`config.mk`:
```
export PLATFORM = sky130hd
export DESIGN_NAME = uart_rx
export DESIGN_NICKNAME = d
export VERILOG_FILES = /design/src/rtl/uart_pkg.sv /design/src/rtl/uart_rx_sync.sv /design/src/rtl/uart_rx.sv
export SDC_FILE = /design/constraint.sdc
export NUM_CORES = 1
export LEC_CHECK = 0
export CAP_MARGIN = 30
export CORE_UTILIZATION = 35
export DETAILED_ROUTE_END_ITERATION = 12
export GPL_TIMING_DRIVEN = 0
export PLACE_DENSITY = 0.51
export SYNTH_ARGS = -nofsm -noshare
export SYNTH_HDL_FRONTEND = slang
export SYNTH_SLANG_ARGS = --single-unit
```
`constraint.sdc`:
```
create_clock -name clk -period 4 [get_ports clk]
set_clock_uncertainty 0.05 [all_clocks]
set_input_delay 0.6 -clock clk [delete_from_list [all_inputs] [get_ports clk]]
set_output_delay 0.6 -clock clk [all_outputs]
set_load 0.01 [all_outputs]
```
`src/rtl/uart_pkg.sv`:
```
// Shared UART definitions: FSM state encodings and frame geometry.
package uart_pkg;

    localparam int unsigned UART_DATA_BITS = 8;
    localparam int unsigned BIT_IDX_W      = $clog2(UART_DATA_BITS);

    localparam logic [1:0] ST_IDLE  = 2'd0;
    localparam logic [1:0] ST_START = 2'd1;
    localparam logic [1:0] ST_DATA  = 2'd2;
    localparam logic [1:0] ST_STOP  = 2'd3;

endpackage : uart_pkg

```
`src/rtl/uart_rx_sync.sv`:
```
// Synchroniser for the asynchronous rxd line plus falling-edge detection.
module uart_rx_sync #(
    parameter int unsigned SYNC_STAGES = 2
) (
    input  logic clk,
    input  logic rst,
    input  logic i_rxd,
    output logic o_line,
    output logic o_fall_c
);

    logic [SYNC_STAGES-1:0] r_sync;
    logic                   r_line_d;

    // Shift rxd through the metastability chain; idle level is 1.
    always_ff @(posedge clk or negedge rst) begin
        if (!rst) begin
            r_sync   <= '1;
            r_line_d <= 1'b1;
        end else begin
            r_sync   <= {r_sync[SYNC_STAGES-2:0], i_rxd};
            r_line_d <= r_sync[SYNC_STAGES-1];
        end
    end

    assign o_line   = r_sync[SYNC_STAGES-1];
    assign o_fall_c = ~o_line & r_line_d;

endmodule : uart_rx_sync

```
`src/rtl/uart_rx.sv`:
```
// 8N1 UART receiver with valid/ready output, framing-error and overrun pulses.
module uart_rx
    import uart_pkg::*;
#(
    parameter int unsigned CLKS_PER_BIT = 10417,
    parameter int unsigned SYNC_STAGES  = 2
) (
    input  logic                      clk,
    input  logic                      rst,
    input  logic                      rxd,
    output logic [UART_DATA_BITS-1:0] rx_data,
    output logic                      rx_valid,
    input  logic                      rx_ready,
    output logic                      frame_err,
    output logic                      overrun,
    output logic                      busy
);

    localparam int unsigned CNT_W     = $clog2(CLKS_PER_BIT);
    localparam int unsigned HALF_BIT  = CLKS_PER_BIT / 2;
    localparam logic [CNT_W-1:0]     CNT_HALF = CNT_W'(HALF_BIT - 1);
    localparam logic [CNT_W-1:0]     CNT_FULL = CNT_W'(CLKS_PER_BIT - 1);
    localparam logic [BIT_IDX_W-1:0] IDX_LAST = BIT_IDX_W'(UART_DATA_BITS - 1);

    logic w_line;
    logic w_fall_c;

    logic [1:0]                r_state,     w_state;
    logic [CNT_W-1:0]          r_cnt,       w_cnt;
    logic [BIT_IDX_W-1:0]      r_bit_idx,   w_bit_idx;
    logic [UART_DATA_BITS-1:0] r_shift,     w_shift;
    logic [UART_DATA_BITS-1:0] r_data,      w_data;
    logic                      r_valid,     w_valid;
    logic                      r_frame_err, w_frame_err;
    logic                      r_overrun,   w_overrun;
    logic                      r_busy,      w_busy;
    logic                      r_done,      w_done;
    logic                      r_bad_stop,  w_bad_stop;

    uart_rx_sync #(
        .SYNC_STAGES (SYNC_STAGES)
    ) u_sync (
        .clk      (clk),
        .rst      (rst),
        .i_rxd    (rxd),
        .o_line   (w_line),
        .o_fall_c (w_fall_c)
    );

    // State and datapath registers.
    always_ff @(posedge clk or negedge rst) begin
        if (!rst) begin
            r_state     <= ST_IDLE;
            r_cnt       <= '0;
            r_bit_idx   <= '0;
            r_shift     <= '0;
            r_data      <= '0;
            r_valid     <= 1'b0;
            r_frame_err <= 1'b0;
            r_overrun   <= 1'b0;
            r_busy      <= 1'b0;
            r_done      <= 1'b0;
            r_bad_stop  <= 1'b0;
        end else begin
            r_state     <= w_state;
            r_cnt       <= w_cnt;
            r_bit_idx   <= w_bit_idx;
            r_shift     <= w_shift;
            r_data      <= w_data;
            r_valid     <= w_valid;
            r_frame_err <= w_frame_err;
            r_overrun   <= w_overrun;
            r_busy      <= w_busy;
            r_done      <= w_done;
            r_bad_stop  <= w_bad_stop;
        end
    end

    // Next-state logic: bit timing, sampling, shifting and output handshake.
    always_comb begin
        w_state     = r_state;
        w_cnt       = r_cnt;
        w_bit_idx   = r_bit_idx;
        w_shift     = r_shift;
        w_data      = r_data;
        w_valid     = r_valid;
        w_frame_err = 1'b0;
        w_overrun   = 1'b0;
        w_done      = 1'b0;
        w_bad_stop  = 1'b0;

        // Consumer acceptance; a byte completing now overrides the clear below.
        if (r_valid && rx_ready) begin
            w_valid = 1'b0;
        end

        // Effects of the previous cycle's stop sample.
        if (r_done) begin
            if (!r_valid || rx_ready) begin
                w_data  = r_shift;
                w_valid = 1'b1;
            end else begin
                w_overrun = 1'b1;
            end
        end
        if (r_bad_stop) begin
            w_frame_err = 1'b1;
        end

        case (r_state)
            ST_IDLE: begin
                if (w_fall_c) begin
                    w_state = ST_START;
                    w_cnt   = '0;
                end
            end
            ST_START: begin
                if (r_cnt == CNT_HALF) begin
                    w_cnt = '0;
                    if (!w_line) begin
                        w_state   = ST_DATA;
                        w_bit_idx = '0;
                    end else begin
                        w_state = ST_IDLE;
                    end
                end else begin
                    w_cnt = r_cnt + CNT_W'(1);
                end
            end
            ST_DATA: begin
                if (r_cnt == CNT_FULL) begin
                    w_cnt              = '0;
                    w_shift[r_bit_idx] = w_line;
                    if (r_bit_idx == IDX_LAST) begin
                        w_state = ST_STOP;
                    end else begin
                        w_bit_idx = r_bit_idx + BIT_IDX_W'(1);
                    end
                end else begin
                    w_cnt = r_cnt + CNT_W'(1);
                end
            end
            default: begin
                if (r_cnt == CNT_FULL) begin
                    w_cnt      = '0;
                    w_state    = ST_IDLE;
                    w_done     = w_line;
                    w_bad_stop = ~w_line;
                end else begin
                    w_cnt = r_cnt + CNT_W'(1);
                end
            end
        endcase

        w_busy = (w_state != ST_IDLE);
    end

    assign rx_data   = r_data;
    assign rx_valid  = r_valid;
    assign frame_err = r_frame_err;
    assign overrun   = r_overrun;
    assign busy      = r_busy;

endmodule : uart_rx

```
==> run summary <==
The worst register-to-register path ends at r_shift[2]. The first global-routing pass estimated 7.16 mm of wire. Synthesis inferred 44 register bits. The clock input transition at the sequential cells of the worst setup and hold paths is 80 ps, and the height of the chip is 79.2 microns. The first-pass iteration count of the detailed router came out at 4. The most common cell after layout, fill and taps aside was sky130_fd_sc_hd__dfrtp_1.

The tools report the cts-stage hold buffer count as 0. The min-delay analysis places its worst path in the category in2async. After synthesis, the largest family of logic cells by area is simple AND/OR/NAND/NOR gates. The tool flagged a number of max-cap violations equal to 0.

The xor and xnor area share after synthesis is 2.10%, and the pin count of the biggest net entering global routing is 27. The slack of the worst reg-to-reg path came out at 1650 ps. VDD sags by at most 0.000171 V. For this run the aggregate overflow at the end of global routing stands at 0.

In this run the number of H-tree levels came out at 2. Setup repair after global routing left no endpoint under its margin. The mean post-synth cell area is 10.9 sq um. The post-synthesis simple-gate area fraction was 21.8%. The detail route stage leaves a number of antenna-violating nets equal to 0. The sort of element at the end of the critical path is a register. The synthesized design contains 0 enable-type register cells. The run finished with clean final reports. Once detailed placement completed, the half-perimeter wirelength came to 3.04 mm. The hold violation count in the final report is 0. Summing all non-filler instances in the final layout gives an area of 2420 sq um. The critical path start-end classification is reg2reg. Input and output buffers added on the ports amount to 15. The number of pins exceeding their max-slew limit in the final report is 0, and the net total in the final layout is 223.

For the maximum buffer depth of the clock tree, the log shows 2. The leakage power of the design is 1.07 nW, and the final antenna diode count is 0. Final estimated routing congestion in global placement: 0.788.

Critical path launch point type: a register. The multiplexer fraction of the synthesized cell area was 8.82%; the overall die area was 6270 sq um. Of all flip-flops after synthesis, the portion carrying an async set or reset was 100%. In this run the cell area measured after placement is 2340 sq um. The setup TNS after final layout was 0 ps; the share of post-route cells with drive strength above 1 was 15.8%. The library cells used most frequently in the layout, excluding fill and tap cells, are sky130_fd_sc_hd__dfrtp_1, sky130_fd_sc_hd__nand2_1, sky130_fd_sc_hd__clkdlybuf4s50_1, sky130_fd_sc_hd__nor2_1.

In this run the worst path has a maximum fanout of 8. The sequential element share of the synthesized area is 53.0%. The quantity of gates resized following cts was 0; the actual slew at the worst max-slew pin was 551 ps. Total number of clock tree sinks: 44. In the global route stage, met3 resource usage came out at 3.45%.

Setup violations remaining at the end of the flow were counted as 0. Global routing consumed, on the met2 layer, 25.4% of the routing resources. The mean routed wirelength per cell is 14.1 microns, and the number of placement rows is 27. The most used flip-flop cell after synthesis is sky130_fd_sc_hd__dfrtp_1.

The buffers inserted during post-CTS setup optimization was 0; the power density of the placed cells was 380 nW/um^2. The number of antenna violations at the first check in global routing was 0; the synthesized netlist net count was 200. The layout overhead on the synthesized area works out to 16.0%.

The post-route DRC violation count is 0, and the total of warnings raised by yosys is 0. The count of mapped cells out of synthesis was 192; the final cycle utilization of the critical path was 58.8%. Across every metal layer, demand over resource in global routing totals 14.9%.

The buffer cell driving the clock tree root was sky130_fd_sc_hd__clkbuf_8. Data on the critical path is required at its endpoint by 4130 ps. For the sum of routed wire length over all layers, the log shows 4.04 mm.

The core region is 5610 sq um. Global routing consumed, on the met1 layer, 18.2% of the routing resources. In this run, distinct cell masters in the synthesized netlist total 43. met2 is the most crowded layer.

The floorplan step set the die width to 79.2 microns. Headroom to the max-slew limit came out at 63.0%. The first routing iteration left 79 violations. Summing the areas of all fa, ha and maj instances in the mapped netlist gives 2.40% of the synthesized area. For this block, the via count after detailed routing is 1,503.

The later pin in the worst-skew pair is clocked with a latency of 290 ps. The number of CTS-inserted buffers is 5, and the via density per instance is 5.24. The initial utilization of the core area, before any placement, comes to 37.2%. The logic depth of the worst register-to-register path is 5. The fmax was 425 MHz.

The tools report the total I/O pin count as 16. Summing every instance area after synthesis gives 2080 sq um. TritonCTS built the clock tree. Data arrives at the worst endpoint at 2480 ps. For the via count of the first global-routing pass, the log shows 1,538. The tools report the startpoint of the lowest-slack register-to-register path as r_cnt[2]. Summing the areas of all compound-gate instances in the mapped netlist gives 9.30% of the synthesized area. Counting I/O delays and the setup requirement, the final critical path takes 2350 ps.
-- per-layer routing --
layer / up-vias / part of all wire [%] / routed length [microns]
met1: 738 / 45 / 1830
li1: 736 / - / -
met3: 5 / 2.8 / 114
met2: 24 / 51 / 2050
met4: 0 / 1.2 / 50
met5: - / 0 / 0
-- power by group --
| part | leakage, nW | internal (mW) | switching, mW |
|---|---|---|---|
| logic | 0.452 | 0.0566 | 0.0730 |
| clock network | 0.0410 | 0.119 | 0.139 |
| registers | 0.582 | 0.481 | 0.0509 |
| total | 1.07 | 0.656 | 0.263 |
-- state kept, by name, summed over array words and instances (netlist names) --
register / count
busy: 1
frame_err: 1
overrun: 1
r_bad_stop: 1
r_bit_idx: 3
r_cnt: 14
r_done: 1
r_shift: 8
r_state: 2
rx_data: 8
rx_valid: 1
u_sync.r_line_d: 1
u_sync.r_sync: 2
-- critical path, cell delays in order (launching register included) --
cell and delay, ps:
sky130_fd_sc_hd__dfrtp_1 480, sky130_fd_sc_hd__or4b_4 580, sky130_fd_sc_hd__nor4_4 370, sky130_fd_sc_hd__nand3b_2 170, sky130_fd_sc_hd__nor3b_1 230, sky130_fd_sc_hd__mux2_2 360
-- synth_stat cells, drive strengths merged, types with 2 or more instances --
master	instances	area share, %
a21oi	10	2.4
a31oi	6	1.8
and2	3	0.90
and3	3	1.1
buf	3	0.72
clkbuf	4	0.72
dfrtp	41	49
dfstp	3	3.8
ha	4	2.4
inv	6	1.1
mux2	16	8.8
nand2	17	3.1
nand2b	4	1.2
nand3	8	1.9
nand3b	3	1.3
nand4	5	1.5
nand4b	2	0.84
nand4bb	2	1.1
nor2	13	2.3
nor2b	2	0.60
nor3	2	0.48
nor3b	2	0.72
nor4	3	1.9
o21ai	12	2.9
o22ai	2	0.60
or2	2	0.60
or3	2	0.84
xor2	5	2.1
-- final cells by class --
cell class,count,area (sq um)
buffer,7,30.0
inverter,6,22.5
multi-input combinational,135,927
tap,72,90.1
fill,554,3190
clock buffer,6,72.6
clock inverter,1,5.00
sequential,44,1100
timing repair buffer,16,165
-- cell families (layout without fill, tap and decap cells) --
group           Yosys count  count (layout)
compound gates           34              34
buf+inv                  13              36
fa+ha+maj                 4               4
xor+xnor                  5               5
mux                      16              16
simple gates             76              76
flops                    44              44
-- stage by stage --
stage / hold WS [ps] / setup WS, ps / utilization [%] / power [mW] / std cells
final: 192 / 1650 / 43.1 / 0.919 / 287
after global routing: 216 / 1480 / 43.1 / 0.976 / 287
after CTS: 208 / 1630 / 43.1 / 0.928 / 287
after detailed placement: 298 / 1650 / 41.7 / 0.669 / 280
after global placement: 283 / 1180 / 41.5 / 0.660 / 279
after floorplan: 254 / 1850 / - / 0.622 / 192
-- worst max-delay path by stage --
stage          slack [ps]      from    endpoint  cells after the start
5_1_grt              1480  r_cnt[2]   r_cnt[11]                      6
3_5_place_dp         1650  r_cnt[2]  r_shift[4]                      5
3_3_place_gp         1180       rst   r_cnt[11]                      1
6_report             1650  r_cnt[2]  r_shift[2]                      5
2_1_floorplan        1850  r_cnt[2]  r_shift[4]                      5
4_1_cts              1630  r_cnt[2]  r_shift[4]                      5
Note: power is estimated with default switching activity, not from simulation.
